--- config.mk ---
export PLATFORM = sky130hd
export DESIGN_NAME = alu_arbiter
export DESIGN_NICKNAME = d
export VERILOG_FILES = /design/src/rtl/alu_arbiter_pkg.sv /design/src/rtl/alu_arbiter_rr_arb2.sv /design/src/rtl/alu_arbiter.sv
export SDC_FILE = /design/constraint.sdc
export NUM_CORES = 1
export LEC_CHECK = 0
export ABC_CLOCK_PERIOD_IN_PS = 3800
export CORE_AREA = 2 2 126 128
export DETAILED_ROUTE_END_ITERATION = 10
export DIE_AREA = 0 0 128 130
export HOLD_SLACK_MARGIN = 0.06
export PLACE_DENSITY = 0.65
export SYNTH_ARGS = -nofsm -noshare
export SYNTH_HDL_FRONTEND = slang
export SYNTH_SLANG_ARGS = --single-unit
--- constraint.sdc ---
create_clock -name clk -period 3.8 [get_ports clk]
set_input_delay 0.95 -clock clk [delete_from_list [all_inputs] [get_ports clk]]
set_output_delay 0.95 -clock clk [all_outputs]
set_load 0.01 [all_outputs]
--- src/rtl/alu_arbiter_pkg.sv ---
// ---------------------------------------------------------------------------
// alu_arbiter_pkg
// Shared definitions for the ALU arbiter slice: ALU opcode encodings
// (mirrors the ALU's own opcode table), the idle opcode driven when nothing
// is granted, requester identifiers and the flag bundle held in each
// response buffer.
// ---------------------------------------------------------------------------
package alu_arbiter_pkg;

    localparam int ALU_XLEN = 32;
    localparam int ALU_OPW  = 5;

    // ALU opcode encodings.
    localparam logic [ALU_OPW-1:0] ALU_ADD  = 5'h00;
    localparam logic [ALU_OPW-1:0] ALU_SUB  = 5'h01;
    localparam logic [ALU_OPW-1:0] ALU_AND  = 5'h02;
    localparam logic [ALU_OPW-1:0] ALU_OR   = 5'h03;
    localparam logic [ALU_OPW-1:0] ALU_XOR  = 5'h04;
    localparam logic [ALU_OPW-1:0] ALU_SLT  = 5'h05;
    localparam logic [ALU_OPW-1:0] ALU_SLTU = 5'h06;
    localparam logic [ALU_OPW-1:0] ALU_SLL  = 5'h07;
    localparam logic [ALU_OPW-1:0] ALU_SRL  = 5'h08;
    localparam logic [ALU_OPW-1:0] ALU_SRA  = 5'h09;

    // Matches no real op, so the ALU falls into its default branch and
    // produces zero while it is not in use.
    localparam logic [ALU_OPW-1:0] ALU_IDLE_OP = 5'h1F;

    // Requester identity, used for the in-flight owner tag.
    typedef enum logic [0:0] {
        REQ_R0 = 1'b0,
        REQ_R1 = 1'b1
    } req_id_e;

    // Flags captured alongside each buffered result.
    typedef struct packed {
        logic carry;
        logic overflow;
        logic zero;
    } alu_flags_t;

    // Bundle the three ALU flag wires into the buffered flag record.
    function automatic alu_flags_t pack_flags(input logic carry,
                                              input logic overflow,
                                              input logic zero);
        alu_flags_t f;
        f.carry    = carry;
        f.overflow = overflow;
        f.zero     = zero;
        return f;
    endfunction

endpackage

--- src/rtl/alu_arbiter_rr_arb2.sv ---
// ---------------------------------------------------------------------------
// alu_arbiter_rr_arb2
// Two-way round-robin grant. A lone requester always wins; on contention
// the requester named by the pointer wins and the pointer then moves to
// the other one. The pointer holds whenever there is no contention.
//
// Ports:
//   clk    - clock
//   reset  - synchronous active-low reset (pointer back to requester 0)
//   req    - per-requester eligibility, bit i = requester i
//   grant  - one-hot (or zero) grant, combinational from req and pointer
// ---------------------------------------------------------------------------
module alu_arbiter_rr_arb2
    import alu_arbiter_pkg::*;
(
    input  logic       clk,
    input  logic       reset,
    input  logic [1:0] req,
    output logic [1:0] grant
);

    req_id_e ptr_r;
    logic    contend_s;

    // Contention detect: both requesters eligible in the same cycle.
    always_comb begin
        contend_s = 1'b0;
        if (req == 2'b11) begin
            contend_s = 1'b1;
        end else begin
            contend_s = 1'b0;
        end
    end

    // Grant select: single requester passes through, contention follows the pointer.
    always_comb begin
        grant = 2'b00;
        case (req)
            2'b01:   grant = 2'b01;
            2'b10:   grant = 2'b10;
            2'b11: begin
                if (ptr_r == REQ_R1) begin
                    grant = 2'b10;
                end else begin
                    grant = 2'b01;
                end
            end
            default: grant = 2'b00;
        endcase
    end

    // Pointer update: the contention winner gives priority to the other side.
    always_ff @(posedge clk) begin
        if (!reset) begin
            ptr_r <= REQ_R0;
        end else if (contend_s) begin
            ptr_r <= (ptr_r == REQ_R0) ? REQ_R1 : REQ_R0;
        end else begin
            ptr_r <= ptr_r;
        end
    end

endmodule

--- src/rtl/alu_arbiter.sv ---
// ---------------------------------------------------------------------------
// alu_arbiter
// Shares one registered ALU between the issue pipeline (r0) and the
// branch/address unit (r1). Each cycle at most one eligible requester is
// granted; its op and operands go straight to the ALU, which registers
// them at the issue edge. One edge later the ALU outputs are captured into
// the owner's one-entry response buffer and offered back under a
// valid/ready handshake.
//
// Ports:
//   clk, reset                       - clock, synchronous active-low reset
//   rN_valid / rN_ready              - request handshake (ready = grant)
//   rN_op, rN_rs1, rN_rs2            - request op and operands
//   rN_resp_valid / rN_resp_ready    - response handshake
//   rN_result, rN_carry,
//   rN_overflow, rN_zero             - buffered response (registered)
//   alu_op, alu_rs1, alu_rs2         - drive to the ALU
//   alu_result, alu_carry,
//   alu_overflow, alu_zero           - registered ALU outputs
// ---------------------------------------------------------------------------
module alu_arbiter
    import alu_arbiter_pkg::*;
#(
    parameter logic [4:0] IDLE_OP = ALU_IDLE_OP,
    parameter int         XLEN    = ALU_XLEN
) (
    input  logic            clk,
    input  logic            reset,

    input  logic            r0_valid,
    output logic            r0_ready,
    input  logic [4:0]      r0_op,
    input  logic [XLEN-1:0] r0_rs1,
    input  logic [XLEN-1:0] r0_rs2,
    output logic            r0_resp_valid,
    input  logic            r0_resp_ready,
    output logic [XLEN-1:0] r0_result,
    output logic            r0_carry,
    output logic            r0_overflow,
    output logic            r0_zero,

    input  logic            r1_valid,
    output logic            r1_ready,
    input  logic [4:0]      r1_op,
    input  logic [XLEN-1:0] r1_rs1,
    input  logic [XLEN-1:0] r1_rs2,
    output logic            r1_resp_valid,
    input  logic            r1_resp_ready,
    output logic [XLEN-1:0] r1_result,
    output logic            r1_carry,
    output logic            r1_overflow,
    output logic            r1_zero,

    output logic [XLEN-1:0] alu_rs1,
    output logic [XLEN-1:0] alu_rs2,
    output logic [4:0]      alu_op,
    input  logic [XLEN-1:0] alu_result,
    input  logic            alu_carry,
    input  logic            alu_overflow,
    input  logic            alu_zero
);

    logic            inflight_r;
    req_id_e         owner_r;
    logic [1:0]      resp_valid_r;
    logic [XLEN-1:0] result_r [2];
    alu_flags_t      flags_r  [2];

    logic [1:0]      resp_ready_s;
    logic [1:0]      busy_s;
    logic [1:0]      elig_s;
    logic [1:0]      grant_s;
    logic            issue_s;
    req_id_e         winner_s;

    assign resp_ready_s = {r1_resp_ready, r0_resp_ready};

    // Busy: op in flight for this requester, or a full buffer not being drained.
    // A buffer drained at this edge may be refilled by the capture one edge later,
    // so a new request can be accepted in the very cycle the old response leaves.
    always_comb begin
        busy_s = 2'b00;
        for (int i = 0; i < 2; i++) begin
            if (inflight_r && (owner_r == req_id_e'(i[0]))) begin
                busy_s[i] = 1'b1;
            end else if (resp_valid_r[i] && !resp_ready_s[i]) begin
                busy_s[i] = 1'b1;
            end else begin
                busy_s[i] = 1'b0;
            end
        end
    end

    // Eligibility only looks at registered state and the handshake inputs,
    // so nothing from the ALU result can reach the ready outputs.
    assign elig_s = {r1_valid, r0_valid} & ~busy_s;

    alu_arbiter_rr_arb2 u_rr_arb2 (
        .clk   (clk),
        .reset (reset),
        .req   (elig_s),
        .grant (grant_s)
    );

    assign r0_ready = grant_s[0];
    assign r1_ready = grant_s[1];
    assign issue_s  = grant_s[0] | grant_s[1];
    assign winner_s = grant_s[1] ? REQ_R1 : REQ_R0;

    // ALU drive mux: winner's op and operands, or the idle op with zero operands.
    always_comb begin
        alu_op  = IDLE_OP;
        alu_rs1 = {XLEN{1'b0}};
        alu_rs2 = {XLEN{1'b0}};
        case (grant_s)
            2'b01: begin
                alu_op  = r0_op;
                alu_rs1 = r0_rs1;
                alu_rs2 = r0_rs2;
            end
            2'b10: begin
                alu_op  = r1_op;
                alu_rs1 = r1_rs1;
                alu_rs2 = r1_rs2;
            end
            default: begin
                alu_op  = IDLE_OP;
                alu_rs1 = {XLEN{1'b0}};
                alu_rs2 = {XLEN{1'b0}};
            end
        endcase
    end

    // In-flight tracking: a new issue at the capture edge keeps the slot busy
    // and retags it with the new winner.
    always_ff @(posedge clk) begin
        if (!reset) begin
            inflight_r <= 1'b0;
            owner_r    <= REQ_R0;
        end else if (issue_s) begin
            inflight_r <= 1'b1;
            owner_r    <= winner_s;
        end else begin
            inflight_r <= 1'b0;
            owner_r    <= owner_r;
        end
    end

    // Response buffers: drain on handshake, capture ALU output for the owner.
    // The busy rule keeps the owner's buffer empty at its capture edge, so a
    // drain and a capture never target the same full entry.
    always_ff @(posedge clk) begin
        if (!reset) begin
            resp_valid_r <= 2'b00;
            for (int i = 0; i < 2; i++) begin
                result_r[i] <= {XLEN{1'b0}};
                flags_r[i]  <= pack_flags(1'b0, 1'b0, 1'b0);
            end
        end else begin
            for (int i = 0; i < 2; i++) begin
                if (inflight_r && (owner_r == req_id_e'(i[0]))) begin
                    resp_valid_r[i] <= 1'b1;
                    result_r[i]     <= alu_result;
                    flags_r[i]      <= pack_flags(alu_carry, alu_overflow, alu_zero);
                end else if (resp_valid_r[i] && resp_ready_s[i]) begin
                    resp_valid_r[i] <= 1'b0;
                    result_r[i]     <= result_r[i];
                    flags_r[i]      <= flags_r[i];
                end else begin
                    resp_valid_r[i] <= resp_valid_r[i];
                    result_r[i]     <= result_r[i];
                    flags_r[i]      <= flags_r[i];
                end
            end
        end
    end

    assign r0_resp_valid = resp_valid_r[0];
    assign r0_result     = result_r[0];
    assign r0_carry      = flags_r[0].carry;
    assign r0_overflow   = flags_r[0].overflow;
    assign r0_zero       = flags_r[0].zero;

    assign r1_resp_valid = resp_valid_r[1];
    assign r1_result     = result_r[1];
    assign r1_carry      = flags_r[1].carry;
    assign r1_overflow   = flags_r[1].overflow;
    assign r1_zero       = flags_r[1].zero;

endmodule

# Word-level counts from Yosys, hierarchy flattened
# Memories as Yosys holds them, arrays and structs flattened.
# Index checks and enable logic that the tools add are counted.
# op_classes
n_addsub	0
multipliers	0
n_div	0
order_cmp	0
eq_ne	5
shifts	0
mux	52
n_bitwise	16
n_reduce_logical	10
# op_table
cell	count
32-bit 2-to-1 mux	6
32-bit one-hot mux with 2 select lines	2
1-bit 2-to-1 mux	35
3-bit 2-to-1 mux	6
1-bit OR	13
5-bit one-hot mux with 2 select lines	1
2-bit equality test, second input constant	3
1-bit logical AND	6
2-bit one-hot mux with 3 select lines	1
2-bit by 1-bit equality test with 1-bit output, second input constant	2
2-bit nonzero test	2
2-bit bitwise AND	1
1-bit zero test	2
2-bit 2-to-1 mux	1
2-bit NOT	1
1-bit NOT	1
# totals
ff_bits	5
latchBits	0
ram_bits	70
romBits	0
input_bits	179
out_inout_bits	143
mem_count	2
# memory_table
name	words	width	read_ports	rd_clocked_by_memory_dff	write_ports	line	text
result_r	2	32	2	0	2	alu_arbiter.sv:66	logic [XLEN-1:0] result_r [2];
flags_r	2	3	2	0	2	alu_arbiter.sv:67	alu_flags_t flags_r [2];

# Longest topological paths before layout
# Gate-level depths: netlist of the first run.
# depth
word_depth	10
ltp_mapped	9
mapped_depth_nobuf	6

# Modules after synthesis
# From an unflattened synthesis of the first run, not the netlist that was laid out.
# unflattened
cells_unflattened	300
hier_area_um2	3749.8
# by_module_without_submodules
module	n_inst	cells_per_inst	area_each_um2
alu_arbiter	1	292	3687.3
alu_arbiter_rr_arb2	1	8	62.6

# Least setup slack after synthesis of the first run
# No wires, ideal clock.
# synth_timing
kind	input port to output port
from	input port r1_resp_ready
to	output port alu_rs2[18]
arrival_ns	2.440
required_time_ns	2.850
setup_slack_ns	0.410
cell_stages	9
cell_sequence	nand2b_1 -> and2_1 -> a31oi_1 -> ha_1 -> buf_6 -> buf_6 -> buf_8 -> a22oi_2 -> nor2b_1
# synth_via
elab_chain_cells	10
elab_cells_between_ends	13
# synth_lines
item	line	text
start: declaration	alu_arbiter.sv:48	input logic r1_resp_ready,
1-bit zero test (*)	alu_arbiter.sv:86	end else if (resp_valid_r[i] && !resp_ready_s[i]) begin
1-bit logical AND (*)	alu_arbiter.sv:86	
1-bit 2-to-1 mux (*)	alu_arbiter.sv:86	
1-bit 2-to-1 mux (*)	alu_arbiter.sv:84	if (inflight_r && (owner_r == req_id_e'(i[0]))) begin
2-bit NOT (*)	alu_arbiter.sv:96	assign elig_s = {r1_valid, r0_valid} & ~busy_s;
2-bit bitwise AND (*)	alu_arbiter.sv:96	
2-bit equality test or 2-bit by 1-bit equality test with 1-bit output (tied branches)	alu_arbiter_rr_arb2.sv:38	case (req)
2-bit one-hot mux with 3 select lines (*)	alu_arbiter_rr_arb2.sv:38	
via r0_ready	alu_arbiter.sv:31	output logic r0_ready,
2-bit equality test or 2-bit by 1-bit equality test with 1-bit output (tied branches)	alu_arbiter.sv:115	case (grant_s)
32-bit one-hot mux with 2 select lines (*)	alu_arbiter.sv:115	
end: declaration	alu_arbiter.sv:55	output logic [XLEN-1:0] alu_rs2,
# Mark *: on every way through the listed nets, which the timed path passes. The rest lies on a longest branch.

# Final worst setup path of the first run
# layout_timing
from	input port r0_resp_ready
to	output port alu_rs2[26]
# layout_via
elab_chain_cells	10
elab_cells_between_ends	13
# layout_lines
item	line	text
start: declaration	alu_arbiter.sv:36	input logic r0_resp_ready,
1-bit zero test (*)	alu_arbiter.sv:86	
1-bit logical AND (*)	alu_arbiter.sv:86	
1-bit 2-to-1 mux (*)	alu_arbiter.sv:86	
1-bit 2-to-1 mux (*)	alu_arbiter.sv:84	
2-bit NOT (*)	alu_arbiter.sv:96	
2-bit bitwise AND (*)	alu_arbiter.sv:96	
2-bit equality test or 2-bit by 1-bit equality test with 1-bit output (tied branches)	alu_arbiter_rr_arb2.sv:38	
2-bit one-hot mux with 3 select lines (*)	alu_arbiter_rr_arb2.sv:38	
2-bit equality test or 2-bit by 1-bit equality test with 1-bit output (tied branches)	alu_arbiter.sv:115	
32-bit one-hot mux with 2 select lines (*)	alu_arbiter.sv:115	
# Every way passes the cells marked *; elsewhere a longest branch is shown, timed or not.

==> results.md, run 1 <==
STA:
- In this run the tightest slew margin relative to its limit is 0.674.
- The maximum clock skew at final layout is 0.00749 ns.
- At the pin with the least slew margin, the transition time is between 0.4 and 0.5 ns.
- The final count of hold timing violations is 0.
- Setup violations remaining at the end of the flow were counted as 0.
- The share of the cycle needed by the critical path after routing is 0.983.
- Hold timing on the final database bottoms out at a slack of 0.521 ns.
- The worst path needs 3.73 ns of the cycle, external delays included.
- The count of final max-slew check failures is 0.
- The highest achievable clock rate is 268 MHz.

Worst setup path:
- The worst register-to-register path ends at owner_r.
- The arrival time of data at the critical path endpoint is 2.78 ns.
- The critical path is of the in2out type.
- The buffer and inverter count on the worst path is 5.
- The delay contributed by the slowest stage of the critical path is roughly 0.24 ns.
- The element type at the critical path end is an output pin.
- STA classifies the critical path startpoint as an input pin.
- On the critical path the largest part of the delay comes from buffers and inverters.
- The launch instance of the worst register-to-register path is owner_r.
- In this run the worst path has a maximum fanout of 16.
- The critical path data required time is 2.85 ns.
- The number of cells traversed by the worst register-to-register path is 7.
- For flop-to-flop paths, the worst setup slack is 2.16 ns.
- Among the stages of the critical path, the cell type that occurs most often is buf_12.
- Traced cell by cell, the critical path runs through dlygate4sd2_1 -> nand2b_4 -> nand4b_1 -> buf_4 -> nand3_4 -> ha_4 -> buf_12 -> buf_12 -> a22oi_2 -> nor2b_4 -> clkdlybuf4s15_2.
- The slowest cell on the critical path is dlygate4sd2_1.
- The launching instance or port of the critical path is r0_resp_ready.

Routing:
- In the final routed layout, each cell accounts on average for 19.6 µm.
- Using the TritonRoute via totals, the vias-per-cell ratio works out to 4.63.
- The number of antenna-violating nets in the routed design is 0.
- The number of vias after detailed routing is 3,906.
- The first-pass detailed-route iteration total is 4.
- In the routed design, unresolved DRC markers number 0.
- The first routing iteration left about 110 violations.
- The total wirelength of the detailed-routed design is about 16 mm.

Clocking:
- The clock drives 75 sinks.
- The clock tree root driver cell is clkbuf_16.
- The clock latency at the later pin of the worst-skew pair is 0.33 ns.
- In this run the deepest clock path goes through 2 buffers.
- CTS built an H-tree with a depth of 3.
- The number of clock buffers added by TritonCTS is 9.
- TritonCTS built the clock tree.
- The number of buffers inserted by hold repair at cts is 0.
- Clock-pin slew was measured on the worst setup and hold paths at ~0.06 ns.

GRT:
- The initial antenna violation count is 0.
- The global-route track usage on met1 is 0.230.
- The global-route track usage on met3 is 0.0443.
- In the global route stage, overall resource usage came out at 0.188.
- The global-route congestion overflow total is 0.
- The via count of the first global-routing pass came to just over 4,000.
- In this run the most used layer during global routing was met2.
- The first-pass GRT wire length is approximately 24 mm.
- Entering global routing, the biggest net connects 36 pins.
- In the global route stage, met2 resource usage came out at 0.330.

Synthesis:
- The synthesized area is 3770 µm².
- The share of synthesized area in the top cell type comes to 0.558.
- The top cell type by total area after synthesis is edfxtp_1.
- The most used flip-flop cell after synthesis is edfxtp_1.
- The count of state elements after synthesis is 75.
- The sequential cell area fraction in the yosys report is 0.585.
- Synthesis handed over a netlist of 301 instances.
- Counting every net in the synthesized netlist gives 483.
- The number of synthesized flops with an enable pin is 70.
- The count of distinct cell types in the synthesized netlist is 23.
- By area the synthesized netlist is led by edfxtp_1 56%, a22oi_1 11%, nor2b_1 11%.
- Yosys printed 0 warnings.
- After synthesis, the share of flip-flops with an asynchronous set or reset is 0.
- The mean area per synthesized cell is 12.5 µm².

Die:
- The total area inside the core boundary comes to 15,400 µm².
- The effective utilization at floorplan is 0.244.
- The number of primary I/O pins is 322.
- The die is 130 µm tall.
- From left edge to right edge, the die measures 128 µm.
- The total die area is 16,600 µm².
- After floorplanning, the core was divided into 46 placement rows.

Layout:
- The top cell types in the final layout, fill and taps aside, are 248 x clkdlybuf4s50_1, 70 x edfxtp_1, 56 x nor2b_1.
- The fill cell total of the finished layout is 1,346.
- The combined area of the multi-input logic cells is 1690 µm².
- Leaving out fill and tap cells, the most frequent cell in the layout is clkdlybuf4s50_1.
- The count of antenna diodes in the layout is 0.
- The layout net count is 828.
- The sequential cells in the finished layout cover a total of 2200 µm².
- The share of final-layout standard cells stronger than drive strength 1 is 0.255.
- At the end of the flow the core is filled with cells to 0.525.
- The synthesis-to-layout area growth is 115%.

Run:
- Across the run, the number of max-cap violations was 0.

Power and ir drop:
- The fraction of power spent switching nets is 0.266.
- The completed layout was analyzed and its total power is 3.06 mW.
- The internal portion of total power is 2.25 mW.
- The worst-case IR drop observed on VDD is 0.168 mV.
- The total power per unit cell area is 378 nW/µm².
- The share of total power dissipated in the clock network is 0.295.
- The share of total power dissipated in sequential elements is 0.328.
- The logic gate share of total power is 0.376.
- For this design the static power due to leakage is 3.07 nW.
- The net switching power is between 0.8 and 0.9 mW.

Run status:
- The flow ran to the end, and the final reports show no timing, DRC or antenna violations.

Hold path:
- The startpoint identified for the worst hold timing path is resp_valid_r[1].
- The worst hold path class is reg2reg.
- The hold path depth is 2.
- The destination of the worst hold path is resp_valid_r[1].

Placed design:
- During placement, the flow inserted port buffers numbering ~320.
- The detailed placer's ending HPWL is 11.5 mm.
- The global placement routability congestion is a little under 0.9.
[per-stage QoR]
stage / TNS [ns] / instance area, µm² / setup slack [ns] / std cells
2_1_floorplan: 0 / 3770 / 0.410 / 301
3_3_place_gp: -29.36 / 7320 / -0.474 / 812
3_5_place_dp: -31.36 / 7320 / -0.517 / 812
4_1_cts: 0 / 8040 / 0.0124 / 843
5_1_grt: -0.0146 / 8100 / -0.0146 / 843
6_report: 0 / 8100 / 0.0661 / 843
[kinds of logic (layout without fill, tap and decap cells)]
logic type      Yosys count  after routing  share of synthesized area
mux                       1              1                    0.00266
flops                    75             75                      0.585
buf+inv                  27            377                     0.0435
simple gates            121            121                      0.195
compound gates           74             74                      0.164
fa+ha+maj                 3              3                    0.00997
[metal layers]
layer  share of wire  up-vias
li1                -     1815
met1            0.41     1852
met2            0.50      220
met3           0.073       19
met4           0.016        0
met5               0        -
[registers in the layout (all words and copies together), names as in the netlist]
register         cells
result_r            64
inflight_r           1
flags_r              6
resp_valid_r         2
owner_r              1
u_rr_arb2.ptr_r      1
[power by group through the flow]
stage	Sequential, mW	Clock [mW]	Combinational (mW)
final	1.00	0.905	1.15
after global routing	1.01	0.963	1.22
after CTS	1.01	0.932	1.15
after detailed placement	1.02	0	0.969
after global placement	1.02	0	0.965
after floorplan	1.06	0	0.341
[worst max path at each step]
stage / end / slack, ns / depth (start not counted)
after floorplan: alu_rs2[18] / 0.41 / 9
after CTS: alu_rs1[19] / 0.01 / 9
final: alu_rs2[26] / 0.07 / 11
after detailed placement: alu_rs2[18] / -0.52 / 10
after global routing: alu_rs1[28] / -0.01 / 11
after global placement: alu_rs2[25] / -0.47 / 10
[what timing repair did]
| action | CTS | global route |
|---|---|---|
| resized for setup | 269 | 15 |
| pin swaps | 10 | 5 |
| gates cloned | 9 | 0 |
| setup buffers | 6 | 1 |
| hold endpoints to repair | 0 | 0 |
| setup endpoints to repair | 69 | 52 |
[worst reg2reg max path, stage by stage (launching register included)]
cell and delay (ns):
dfxtp_1 0.32, nand2b_1 0.21, nand4b_1 0.19, buf_4 0.15, nand3_4 0.10, ha_4 0.20
and3_1 0.16, a41o_1 0.21
[layout make-up]
cell class | count | share of cell area
repair buffers | 361 | 0.450
well taps | 192 | 0.0297
flip-flops and latches | 75 | 0.272
multi-input cells | 199 | 0.209
clock buffers | 9 | 0.0278
clock inverters | 7 | 0.0122
[cells in the mapped netlist, types with 2 or more instances]
| library cell | instances |
|---|---|
| a21boi_0 | 2 |
| a22oi_1 | 57 |
| a22oi_2 | 12 |
| and2_1 | 36 |
| and3_1 | 2 |
| buf_2 | 11 |
| buf_4 | 2 |
| buf_6 | 4 |
| clkbuf_1 | 9 |
| dfxtp_1 | 5 |
| edfxtp_1 | 70 |
| ha_1 | 3 |
| nand2_1 | 9 |
| nand2b_1 | 4 |
| nand3_1 | 2 |
| nor2b_1 | 66 |
Power figures use the tool's default switching activity.
==> inputs of run 2 (changes only) <==
- CORE_AREA: 2 2 126 128 -> 2 2 125 127
- DIE_AREA: 0 0 128 130 -> 0 0 127 129
- DONT_BUFFER_PORTS: default -> 1
- PLACE_DENSITY: 0.65 -> default
==> results.md, run 2 (same netlist as run 1, synthesis figures left out) <==
Layout:
- Leaving out fill and tap cells, the most frequent cell in the layout is edfxtp_1.
- The largest registers in the layout are result_r (64), flags_r (6), resp_valid_r (2).
- The synthesis-to-layout area growth is 15.2%.
- The fill cell total of the finished layout is 1,541.
- The combined area of the multi-input logic cells is 1410 µm².
- Leaving out fill and tap cells, the most frequent cells in the layout are 70 x edfxtp_1, 66 x nor2b_1, 57 x a22oi_1.
- The layout net count is between 400 and 500.
- 0 antenna diodes ended up in the layout.
- The finished cells cover about 4300 µm².
- The number of flip-flops in the largest register is 64.
- Of the cells placed in the final design, the portion with a size suffix greater than 1 is 0.165.
- For this run, the share of the core covered by cells in the final layout is 0.290.
- The register containing the most flip-flops in the final layout is result_r.
- The register cell area after layout is 2200 µm².

Worst setup path:
- The signal on the critical path passes through nand2b_1 -> and2_1 -> a31oi_1 -> ha_2 -> buf_12 -> a22oi_1 -> nor2b_1 -> buf_4.
- The element type at the critical path end is an output pin.
- In this run the worst path has a maximum fanout of slightly below 70.
- The startpoint-to-endpoint class of the critical path is in2out.
- The number of cells on the critical path is 8.
- The critical path data required time is between 2 and 3 ns.
- Data arrives at the worst endpoint at between 2 and 3 ns.
- The number of cells traversed by the worst register-to-register path is 6.
- The buffer and inverter count on the worst path is 2.
- The slowest cell on the critical path is a31oi_1.
- The worst setup path is launched from an input pin.
- On the critical path the largest part of the delay comes from simple AND/OR/NAND/NOR gates.
- The delay contributed by the slowest stage of the critical path is 0.30 ns.

STA:
- The maximum clock skew at final layout is 0.00434 ns.
- At the pin with the least slew margin, the transition time is 0.430 ns.
- The sum of negative setup slack is 0 ns.
- The setup violation total in the final timing report is 0.
- The share of the cycle needed by the critical path after routing is 0.986.
- The final count of hold timing violations was 0.
- Setup repair after global routing left no endpoint under its margin.
- The minimum clock period after layout is 3.75 ns.
- On the final layout, the worst hold slack is 0.527 ns.
- The highest achievable clock rate is 267 MHz.
- The worst-case headroom to the max-slew limit is 0.713.
- The count of final max-slew check failures was 0.

Die:
- The number of primary I/O pins is 322.
- The core region is around 15,000 µm².
- From bottom edge to top edge, the die measures about 130 µm.
- The die boundary width is 127 µm.
- The floorplan step defined a die boundary enclosing 16,400 µm².
- The initial utilization of the core area, before any placement, comes to 0.251.
- After floorplanning, the core was divided into 45 placement rows.

GRT:
- The first-pass GRT wire length is 15.5 mm.
- For met1 alone, demand over resource in global routing was 0.159.
- The aggregate global-route resource usage is 0.131.
- In the global route stage, met3 resource usage came out at 0.0299.
- In this run the most used layer during global routing was met2.
- The initial antenna violation count is 0.
- The via count of the first global-routing pass came to 2,326.
- The maximum number of pins on one net before global-route repair is 70.
- The global-route congestion overflow total is 0.
- The fraction of met2 tracks used by global routing is 0.232.

Clocking:
- Post-CTS timing repair inserted 0 buffers for setup.
- In this run, post-CTS repair resized a total of 0 instances.
- The clock transition time at the flip-flop clock pins of the worst setup and hold paths is approximately 0.060 ns.
- Buffers inserted to repair hold after CTS numbered 0.
- Clock latency on the worst-skew pair, taken at its later pin, is between 0.3 and 0.4 ns.
- The tree built by TritonCTS fans out to 75 sinks.
- TritonCTS built the clock tree.
- The maximum count of clock buffers along a single path is 2.
- The number of CTS-inserted buffers is 9.
- In this run the clock root is driven by a clkbuf_16.
- The number of levels in the clock H-tree is 3.

Placed design:
- The placed cell area is 4030 µm².
- In this run the tool buffered the top-level ports with 0 buffer cells.
- After legalization and detailed placement, the total HPWL measured 9.51 mm.
- The global placement routability congestion is 0.788.

Routing:
- The final layout contains routed wiring with a total length of 12.1 mm.
- In this run the remaining antenna-violating nets after routing total 0.
- The first-pass detailed-route iteration total is 5.
- The final route contains 2,613 vias.
- In the routed design, unresolved DRC markers number 0.
- For this block, the initial DRC count from the detailed router was around 130.
- The mean routed wirelength per cell is 24.3 µm.
- Dividing the detail-routed via count by the number of cells gives 5.25.

Run status:
- The flow ran to the end, and the final reports show no timing, DRC or antenna violations.

Hold path:
- The worst hold path class is reg2reg.
- The hold path depth is 2.

Power and ir drop:
- Across the VDD grid, the largest voltage drop is 0.227 mV.
- The reported leakage power is 1.44 nW.
- The total power per unit cell area is between 500 and 600 nW/µm².
- The total power after layout is around 2.3 mW.

Run:
- Max-cap violations in this run came to 0.
## run 2: path summary, 6_finish.rpt
| check | to | start | slack (ns) |
|---|---|---|---|
| worst max-delay path | alu_rs2[4] | r1_resp_ready | 0.05 |
| worst min-delay path | u_rr_arb2.ptr_r | u_rr_arb2.ptr_r | 0.53 |
| worst max register to register | owner_r | resp_valid_r[1] | 2.10 |
| worst min register to register | u_rr_arb2.ptr_r | u_rr_arb2.ptr_r | 0.53 |
## run 2: area by class of cell
type	count	area share
Clock buffer	9	0.0519
Clock inverter	7	0.0190
Multi-Input combinational cell	199	0.324
Sequential cell	75	0.508
Timing Repair Buffer	20	0.0433
Tap cell	188	0.0542
## run 2: stage by stage
| stage | setup slack, ns | std cells |
|---|---|---|
| after floorplan | 0.410 | 301 |
| after global placement | 0.261 | 482 |
| after detailed placement | 0.147 | 482 |
| after CTS | 0.132 | 498 |
| after global routing | 0.0268 | 498 |
| final | 0.0545 | 498 |
## run 2: metal layers
metal | vias up | wire length, µm
li1 | 1120 | -
met1 | 1242 | 4650
met2 | 240 | 6190
met3 | 11 | 1140
met4 | 0 | 140
met5 | - | 0
## run 2: power breakdown
part	switching [mW]	internal, mW
Combinational	0.251	0.176
Sequential	0.0609	0.988
Clock	0.330	0.518
Total	0.642	1.68
## run 2: worst reg2reg max path, delay by kind of cell (launching register included)
kind	cells	cell delay, ns
AOI/OAI and AO/OA	2	0.48
adders and majority gates	1	0.20
DFF	1	0.40
and+or+nand+nor	3	0.50
